--- config.mk ---
export PLATFORM = sky130hd
export DESIGN_NAME = tx_framing_realign_buffer
export DESIGN_NICKNAME = d
export VERILOG_FILES = /design/src/rtl/tx_framing_realign_buffer.sv
export SDC_FILE = /design/constraint.sdc
export NUM_CORES = 1
export LEC_CHECK = 0
export ABC_CLOCK_PERIOD_IN_PS = 1760
export CAP_MARGIN = 30
export CORE_MARGIN = 1.5
export CORE_UTILIZATION = 35
export DETAILED_ROUTE_END_ITERATION = 7
export PLACE_DENSITY = 0.71
export SETUP_SLACK_MARGIN = 0.4
export SYNTH_ARGS = -nofsm -noshare
export SYNTH_HDL_FRONTEND = slang
export SYNTH_SLANG_ARGS = --single-unit
--- constraint.sdc ---
create_clock -name CLK -period 1.76 [get_ports CLK]
set_input_delay 0.352 -clock CLK [delete_from_list [all_inputs] [get_ports CLK]]
set_output_delay 0.352 -clock CLK [all_outputs]
set_load 0.05 [all_outputs]
--- src/rtl/tx_framing_realign_buffer.sv ---
// TX framing realignment buffer: prepends a framing token to each TLP and shifts
// the payload across the beat, carrying displaced tail bytes into the next beat.
module tx_framing_realign_buffer #(
    parameter int SYMBOL_WIDTH = 8,
    parameter int LANES        = 16,
    parameter int TOKEN_BYTES  = 4,
    parameter int CNT_WIDTH    = $clog2(LANES + 1)
) (
    input  logic                                  CLK,
    input  logic                                  RST_L,
    input  logic                                  i_Valid,
    output logic                                  o_Rdy,
    input  logic                                  i_Sop,
    input  logic                                  i_Eop,
    input  logic [CNT_WIDTH-1:0]                  i_Byte_Cnt,
    input  logic [0:LANES*SYMBOL_WIDTH-1]         i_Data,
    input  logic [0:TOKEN_BYTES*SYMBOL_WIDTH-1]   i_Token,
    input  logic                                  i_Rdy,
    output logic                                  o_Valid,
    output logic                                  o_Sop,
    output logic                                  o_Eop,
    output logic [CNT_WIDTH-1:0]                  o_Byte_Cnt,
    output logic [0:LANES*SYMBOL_WIDTH-1]         o_Data,
    output logic                                  o_Err
);

    localparam int SW = SYMBOL_WIDTH;
    localparam int T  = TOKEN_BYTES;
    localparam int R  = LANES - TOKEN_BYTES;
    localparam int BW = LANES * SYMBOL_WIDTH;
    localparam int TW = TOKEN_BYTES * SYMBOL_WIDTH;
    localparam int NW = CNT_WIDTH + 1;
    localparam logic [NW-1:0]        LANES_N = NW'(LANES);
    localparam logic [NW-1:0]        T_N     = NW'(TOKEN_BYTES);
    localparam logic [CNT_WIDTH-1:0] LANES_C = CNT_WIDTH'(LANES);

    typedef enum logic [1:0] {
        ST_IDLE  = 2'd0,
        ST_PKT   = 2'd1,
        ST_FLUSH = 2'd2
    } state_t;

    state_t                 state_r, state_nxt_s;
    logic [0:TW-1]          resid_r, resid_nxt_s;
    logic [CNT_WIDTH-1:0]   flush_cnt_r, flush_cnt_nxt_s;
    logic                   valid_r, valid_nxt_s;
    logic                   sop_r, sop_nxt_s;
    logic                   eop_r, eop_nxt_s;
    logic                   err_r, err_nxt_s;
    logic [CNT_WIDTH-1:0]   cnt_r, cnt_nxt_s;
    logic [0:BW-1]          data_r, data_nxt_s;

    logic                   advance_s;
    logic                   accept_s;
    logic [NW-1:0]          k_s;
    logic [NW-1:0]          n_s;
    logic [CNT_WIDTH-1:0]   ovf_s;
    logic [0:TW-1]          head_s;
    logic [0:BW-1]          beat_s;
    logic [0:TW-1]          tail_s;
    logic [0:BW-1]          beat_trim_s;
    logic [0:TW-1]          tail_trim_s;

    assign advance_s = i_Rdy || !valid_r;
    assign o_Rdy     = advance_s && (state_r != ST_FLUSH);
    assign accept_s  = i_Valid && o_Rdy;

    assign head_s = i_Sop ? i_Token : resid_r;
    assign beat_s = {head_s, i_Data[0:R*SW-1]};
    assign tail_s = i_Data[R*SW:BW-1];
    assign n_s    = k_s + T_N;
    assign ovf_s  = CNT_WIDTH'(n_s - LANES_N);

    // Out-of-range byte counts are treated as a full beat
    always_comb begin
        if ((i_Byte_Cnt == {CNT_WIDTH{1'b0}}) || ({1'b0, i_Byte_Cnt} > LANES_N)) begin
            k_s = LANES_N;
        end else begin
            k_s = {1'b0, i_Byte_Cnt};
        end
    end

    // Zero bytes past the end of the packet in the final beat and in the carried residual
    always_comb begin
        beat_trim_s = {BW{1'b0}};
        tail_trim_s = {TW{1'b0}};
        for (int b = 0; b < LANES; b++) begin
            beat_trim_s[b*SW +: SW] = (NW'(b) < n_s) ? beat_s[b*SW +: SW] : {SW{1'b0}};
        end
        for (int j = 0; j < T; j++) begin
            tail_trim_s[j*SW +: SW] = (CNT_WIDTH'(j) < ovf_s) ? tail_s[j*SW +: SW] : {SW{1'b0}};
        end
    end

    // Next-state and next-output decode; everything holds while downstream stalls
    always_comb begin
        state_nxt_s     = state_r;
        resid_nxt_s     = resid_r;
        flush_cnt_nxt_s = flush_cnt_r;
        valid_nxt_s     = valid_r;
        sop_nxt_s       = sop_r;
        eop_nxt_s       = eop_r;
        cnt_nxt_s       = cnt_r;
        data_nxt_s      = data_r;
        err_nxt_s       = 1'b0;
        if (advance_s) begin
            case (state_r)
                ST_FLUSH: begin
                    valid_nxt_s = 1'b1;
                    sop_nxt_s   = 1'b0;
                    eop_nxt_s   = 1'b1;
                    cnt_nxt_s   = flush_cnt_r;
                    data_nxt_s  = {resid_r, {(R*SW){1'b0}}};
                    resid_nxt_s = {TW{1'b0}};
                    state_nxt_s = ST_IDLE;
                end
                ST_IDLE, ST_PKT: begin
                    if (!accept_s) begin
                        valid_nxt_s = 1'b0;
                        sop_nxt_s   = 1'b0;
                        eop_nxt_s   = 1'b0;
                    end else if (!i_Sop && (state_r == ST_IDLE)) begin
                        valid_nxt_s = 1'b0;
                        sop_nxt_s   = 1'b0;
                        eop_nxt_s   = 1'b0;
                        err_nxt_s   = 1'b1;
                    end else begin
                        // A Sop arriving mid-packet abandons the old residual via head_s
                        err_nxt_s   = i_Sop && (state_r == ST_PKT);
                        valid_nxt_s = 1'b1;
                        sop_nxt_s   = i_Sop;
                        resid_nxt_s = tail_s;
                        if (!i_Eop) begin
                            eop_nxt_s   = 1'b0;
                            cnt_nxt_s   = LANES_C;
                            data_nxt_s  = beat_s;
                            state_nxt_s = ST_PKT;
                        end else if (n_s <= LANES_N) begin
                            eop_nxt_s   = 1'b1;
                            cnt_nxt_s   = n_s[CNT_WIDTH-1:0];
                            data_nxt_s  = beat_trim_s;
                            state_nxt_s = ST_IDLE;
                        end else begin
                            eop_nxt_s       = 1'b0;
                            cnt_nxt_s       = LANES_C;
                            data_nxt_s      = beat_s;
                            resid_nxt_s     = tail_trim_s;
                            flush_cnt_nxt_s = ovf_s;
                            state_nxt_s     = ST_FLUSH;
                        end
                    end
                end
                default: begin
                    valid_nxt_s = 1'b0;
                    state_nxt_s = ST_IDLE;
                end
            endcase
        end else begin
            state_nxt_s = state_r;
        end
    end

    // State, residual and registered output beat
    always_ff @(posedge CLK or negedge RST_L) begin
        if (!RST_L) begin
            state_r     <= ST_IDLE;
            resid_r     <= {TW{1'b0}};
            flush_cnt_r <= {CNT_WIDTH{1'b0}};
            valid_r     <= 1'b0;
            sop_r       <= 1'b0;
            eop_r       <= 1'b0;
            err_r       <= 1'b0;
            cnt_r       <= {CNT_WIDTH{1'b0}};
            data_r      <= {BW{1'b0}};
        end else begin
            state_r     <= state_nxt_s;
            resid_r     <= resid_nxt_s;
            flush_cnt_r <= flush_cnt_nxt_s;
            valid_r     <= valid_nxt_s;
            sop_r       <= sop_nxt_s;
            eop_r       <= eop_nxt_s;
            err_r       <= err_nxt_s;
            cnt_r       <= cnt_nxt_s;
            data_r      <= data_nxt_s;
        end
    end

    assign o_Valid    = valid_r;
    assign o_Sop      = sop_r;
    assign o_Eop      = eop_r;
    assign o_Err      = err_r;
    assign o_Byte_Cnt = cnt_r;
    assign o_Data     = data_r;

endmodule

==> results of run 1 <==
==> metrics by stage <==
stage / hold slack, ps / setup TNS (ps) / util
final: 399.2 / -34240 / 0.6360
after global routing: 419.1 / -41930 / 0.6360
after CTS: 397.7 / -26900 / 0.6140
after detailed placement: 280.3 / -195100 / 0.5492
after global placement: 281.4 / -184700 / 0.5492
after floorplan: 56.41 / -92730 / -
==> how the worst max path moves through the flow <==
stage                       start        endpoint
floorplan           i_Byte_Cnt[1]  flush_cnt_r[0]
global placement    i_Byte_Cnt[2]  flush_cnt_r[0]
detailed placement  i_Byte_Cnt[2]  flush_cnt_r[1]
CTS                 i_Byte_Cnt[1]      resid_r[4]
global route        i_Byte_Cnt[0]      o_Data[99]
finish              i_Byte_Cnt[0]  flush_cnt_r[1]
==> area by class of cell <==
class / instances / area share
clock buffer: 19 / 0.03508
inverter: 7 / 0.002035
sequential: 176 / 0.3412
tap: 270 / 0.02617
timing repair buffer: 435 / 0.3523
clock inverter: 13 / 0.01095
multi-input combinational: 385 / 0.2322
==> worst register-to-register path, cell delays in order, from the launching register on <==
cell and delay [ps]:
dfrtp_1 390, buf_4 160, o21a_1 230, o211ai_1 240
buf_4 230, buf_4 210, buf_4 140, nand2_1 70
o21ai_2 60
==> cells by family (layout without fill, tap and decap cells) <==
| group | after synthesis | after routing |
|---|---|---|
| adders and majority gates | 6 | 6 |
| muxes | 37 | 37 |
| xor gates and xnor gates | 2 | 2 |
| AOI/OAI and AO/OA | 219 | 219 |
| and+or+nand+nor | 121 | 121 |
| buffers and inverters | 42 | 474 |
| DFF | 176 | 176 |
==> power by group through the flow <==
stage	clock, uW	sequential, uW	combinational [uW]
floorplan	0	11300	2440
global placement	0	6740	11000
detailed placement	0	6740	11200
CTS	3910	6890	12000
global route	4090	7150	13200
finish	3820	6980	12700
==> cells in the mapped netlist, types with 3 or more instances <==
master,number
mux2i_1,33
mux2_4,4
nor2_1,11
o22ai_1,3
a21o_1,6
clkbuf_1,11
o211ai_1,4
ha_1,6
nor2b_1,5
dfrtp_1,176
nand2_1,82
buf_2,22
and3_1,5
o21ai_0,61
nand2b_1,3
a21oi_1,8
a22o_1,105
a21oi_2,9
nand3_1,6
a32oi_1,8
inv_1,7
a211oi_1,3
==> routing by layer <==
metal	part of all wire	GRT usage	vias up
met2	0.50	0.3498	229
li1	-	-	3070
met1	0.42	0.2693	3185
met4	0.022	0.06850	0
met3	0.059	0.05652	30
met5	0	0	-
==> registers in the layout, indices dropped and copies added, names as in the netlist <==
| signal | cells |
|---|---|
| state_r | 2 |
| o_Sop | 1 |
| flush_cnt_r | 5 |
| o_Data | 128 |
| resid_r | 32 |
| o_Byte_Cnt | 5 |
| o_Valid | 1 |
| o_Err | 1 |
| o_Eop | 1 |
==> timing repair <==
| action | 4_1_cts | 5_1_grt |
|---|---|---|
| hold buffers | 1 | 0 |
| pin swaps | 38 | 25 |
| setup endpoints to repair | 288 | 308 |
| hold endpoints to repair | 31 | 0 |
| resized for setup | 208 | 69 |
| setup buffers | 11 | 30 |
==> out/results.txt, run 1 <==
Reg2reg end: o_Data[22]
Grt total ovfl: 0
Height of the die: 147.0 um
Reg area: 4405 um^2
I/O pins: 309
Multi-input logic area: 2998 um^2
Die Wd: 147.0 um
Seq/Total Area, Yosys: 0.6069
Post-layout instance count excluding filler cells: 1305
Initial antenna violation count: 0
Placed cells: 1231
Via-to-Cell Ratio: 4.992
Crit-path max cell delay: 430 ps
Hpwl dp: 16750 um
N_diodes: 0
Final min period: 2072 ps
Final worst slack: -311.7 ps
Worst path buffer plus inverter count: 2
Net Switching: 10430 uW
Status: finished, violations left
Critical Path Stages: 11
CTS Buf Count: 17
Fmax: 482.7 MHz
Worst-Skew Late Latency: 430 ps
Crit path max-delay cell type: or3b_4
DP Area: 11150 um^2
Post-synthesis compound-gate area fraction: 0.2245
Via count: 6514
Tightest Hold Check Type: input pin to async pin
Data arrival time of the critical path: 2370 ps
Largest family of logic cells by synthesized area: compound AO/OA/AOI/OAI gates
Mux contribution to synthesized area: 0.05379
Worst R2R Setup Slack: -30 ps
Router iterations before antenna repair: 5
Unrepaired setup endpoints after global routing: true
Ys flop type: dfrtp_1
Slew headroom: 0.7050
FF+latch count, synth: 176
Peak supply drop: 1.090 mV
Leak: 0.005998 uW
Worst setup SP type: input pin
Total Power: 23450 uW
Internal power: 13030 uW
TritonCTS clock tree: done
H-tree depth: 4
Synth Area in Adders: 0.01034
Maxcap violations: 0
Reg2reg path depth: 8
Syn nets: 780
Vias in the first global route: 6610
First-pass GRT wire length: 35800 um
Fin. max-slew vios: 0
Share of the synthesized area in the top cell type: 0.6069
Clk_skew: 14.95 ps
Most common cell after layout, fill and taps aside: dfrtp_1
Critical Path Fanout Max: 6
Sw Ratio: 0.4446
Wire length per cell: 17.95 um
Standard-cell rows: 52
Total clock sinks: 176
Combinational share of power: 0.540
Final setup fails: 169
Pre-CTS setup slack: -1280 ps
Share of layout cells above drive strength 1: 0.3575
Largest net degree at the start of global routing: 55
CP Capture Type: flop
P&R area growth vs syn: 77.90%
Clock Path Buffers: 2
Most used cell, CP: ha_4
Die area: 21610 um^2
Layout fillers: 1642
Crit path cell chain: buf_8 > nor2_4 > nand2_2 > ha_4 > nand2b_4 > inv_2 > ha_4 > xor2_4 > and2_4 > or3b_4 > mux2_4
Crit share post-route: 1.177
Cell count after synthesis: 603
ANT nets after route: 0
Worst-Margin Slew: 441.6 ps
Layout Nets: 1199
Simple-Gate Fraction of Synth Area: 0.07500
WS Path Type: input pin to flop
GRT Total Usage: 0.2111
Ys async rst share: 1.000
Pwr dens: 1817 nW/um^2
Starting Density: 0.3575
Most frequent cells in the layout: dfrtp_1 (175), buf_6 (167), clkdlybuf4s50_1 (164)
Syn avg cell area: 12.03 um^2
Reg clk slew, reported paths: 70 ps
Yosys cell types: 43
Mapped Area: 7257 um^2
CTS root buf: clkbuf_16
Ys Warns: 0
Post-synth EDFFs: 0
DR iter-0 viols: 256
CP delay by family, top: simple AND/OR/NAND/NOR gates
Clk pwr share: 0.163
Xor/xnor share of the synthesized area: 0.002414
DRC: 0
Synth top area cells: dfrtp_1 (61%), a22o_1 (13%), mux2i_1 (4.6%)
IO buf count: 308
Fin area: 12910 um^2
Largest area contributor in the netlist: dfrtp_1
Final Hold Vio Count: 0
Worst r2r src: state_r[0]
Failing checks: setup timing
Total Wirelength: 23430 um
Flop pwr share: 0.298
Final GP Congestion: 0.8224
Critical Path RT: 2060 ps
Core Area: 20300 um^2
No activity file was read; power rests on OpenSTA's default activity.
==> run 2, diff against run 1 <==
Settings changed: CORE_MARGIN 1.5 to 10.
==> run 2 against run 1 <==
  * Critical endpoint is now flush_cnt_r[4]
  * The flow still finishes with violations (setup timing)
  * Largest power group unchanged
  * Non-clock buffer count grew 18
  * Clock skew decreased by 6.4 ps
  * Worst setup slack improved by 18 ps
  * Utilization increased by 1.6 points
  * Flip-flop and latch count unchanged
  * First-iteration DRC count grew 63%
  * Sequential power barely moved
  * Fmax grew 0.87%
  * Routed wire length up 13%
  * Clock power is 4% lower
  * Sequential share of layout area shrank 0.85 points
  * Via count grew 2.3%
==> out/results.txt, run 2 (synthesis gave the netlist of run 1 again) <==
Maxcap violations: 0
DR iter-0 viols: 418
Total Wirelength: 26530 um
First-pass GRT wire length: 40520 um
Wire length per cell: 20.04 um
Final worst slack: -293.8 ps
DRC: 0
Placed cells: 1231
DR WL met2: 13480 um
Failing checks: setup timing
Most common cell after layout, fill and taps aside: dfrtp_1
Tightest Hold Check Type: input pin to async pin
Reg clk slew, reported paths: 70 ps
P&R area growth vs syn: 82.41%
M1 WL: 10610 um
Via count: 6667
CTS root buf: clkbuf_16
Data arrival time of the critical path: 2360 ps
Fmax: 486.9 MHz
Final setup fails: 172
Worst setup SP type: input pin
Crit share post-route: 1.167
IO buf count: 308
H-tree depth: 4
Worst-Skew Late Latency: 420 ps
Status: finished, violations left
Layout fillers: 1564
Worst-Margin Slew: 401.0 ps
Hpwl dp: 19070 um
Die area: 26890 um^2
Pwr dens: 1820 nW/um^2
Pre-CTS setup slack: -1262 ps
Final Hold Vio Count: 0
Largest net degree at the start of global routing: 47
Grt total ovfl: 0
I/O pins: 309
Clock Path Buffers: 2
Standard-cell rows: 52
Critical Path Fanout Max: 6
Slew headroom: 0.7327
TritonCTS clock tree: done
Final GP Congestion: 0.8452
Fin area: 13240 um^2
Fin. max-slew vios: 0
CTS Buf Count: 17
Peak supply drop: 1.023 mV
Layout Nets: 1217
Die Wd: 164.0 um
Unrepaired setup endpoints after global routing: true
Height of the die: 164.0 um
Via-to-Cell Ratio: 5.035
Core Area: 20300 um^2
Vias in the first global route: 7028
Share of layout cells above drive strength 1: 0.3951
CP Capture Type: flop
Metal3 WL: 2007 um
Total clock sinks: 176
ANT nets after route: 0
Leak: 0.006153 uW
Initial antenna violation count: 0
WS Path Type: input pin to flop
Critical Path RT: 2070 ps
GRT Total Usage: 0.1913
Starting Density: 0.3575
DP Area: 11160 um^2
Router iterations before antenna repair: 6
Post-layout instance count excluding filler cells: 1324
Final min period: 2054 ps
Top routing layer used: met4
Most frequent cells in the layout: dfrtp_1 (175), buf_6 (172), clkdlybuf4s50_1 (164)
Clk_skew: 8.509 ps
Largest register FFs: 128
[run 2: changes by cell type in the layout (fill, tap and decap cells not counted), sizes merged]
| cell | change |
|---|---|
| buf | +16 |
| clkinv | +1 |
| inv | -3 |
| bufbuf | +2 |
| bufinv | -1 |
| diode | +1 |
| clkinvlp | +3 |
[run 2: what timing repair did]
action	4_1_cts	5_1_grt
endpoints found under the setup margin	310	303
endpoints found under the hold margin	32	0
resized for setup	227	109
buffers inserted	19	38
hold buffers	1	0
gates cloned	2	0
pin swaps	30	53
[run 2: report_power, final]
| group | internal (uW) | switching [uW] |
|---|---|---|
| Sequential | 5740 | 1220 |
| Clock | 1900 | 1740 |
| Combinational | 5660 | 7820 |
[run 2: per-layer routing]
layer | global-route usage | vias up
met5 | 0 | -
met4 | 0.05321 | 0
met3 | 0.05957 | 25
met2 | 0.3234 | 245
met1 | 0.2306 | 3281
li1 | - | 3116
[run 2: final timing paths]
path                                from        endpoint  slack (ps)  cells after the start
setup reg to reg                 o_Valid  flush_cnt_r[4]         -50                      4
min in group CLK              i_Data[64]      o_Data[96]         480                      3
max in group asynchronous          RST_L      o_Data[12]         750                      3
hold / removal                     RST_L      o_Data[51]         400                      2
setup / recovery           i_Byte_Cnt[2]  flush_cnt_r[4]        -290                     11
hold reg to reg               o_Data[18]      o_Data[18]         500                      2
[run 2: cell type report]
| type | instances | area [um^2] | share of cell area |
|---|---|---|---|
| tap | 270 | 337.8 | 0.02552 |
| antenna | 1 | 2.502 | 0.0001890 |
| multi-input combinational | 385 | 3142 | 0.2373 |
| inverter | 7 | 33.78 | 0.002552 |
| sequential | 176 | 4405 | 0.3328 |
| clock buffer | 19 | 442.9 | 0.03346 |
| clock inverter | 13 | 123.9 | 0.009357 |
| timing repair buffer | 453 | 4750 | 0.3588 |
[run 2: per-stage QoR]
| stage | hold WS [ps] | util | power [uW] | setup TNS (ps) |
|---|---|---|---|---|
| after floorplan | 56.41 | - | 13740 | -92730 |
| after global placement | 287.7 | 0.5499 | 17900 | -190610 |
| after detailed placement | 294.2 | 0.5499 | 18040 | -195110 |
| after CTS | 393.4 | 0.6243 | 23290 | -28850 |
| after global routing | 429.5 | 0.6520 | 25200 | -46270 |
| final | 396.0 | 0.6521 | 24090 | -35600 |
[run 2: critical path: stages]
cell and delay, ps:
buf_2 120, nor2_2 90, nand2_2 70, ha_4 230, buf_12 120, nor2b_4 170
ha_4 190, xor2_4 90, and2_4 150, or3b_4 460, mux2_4 320
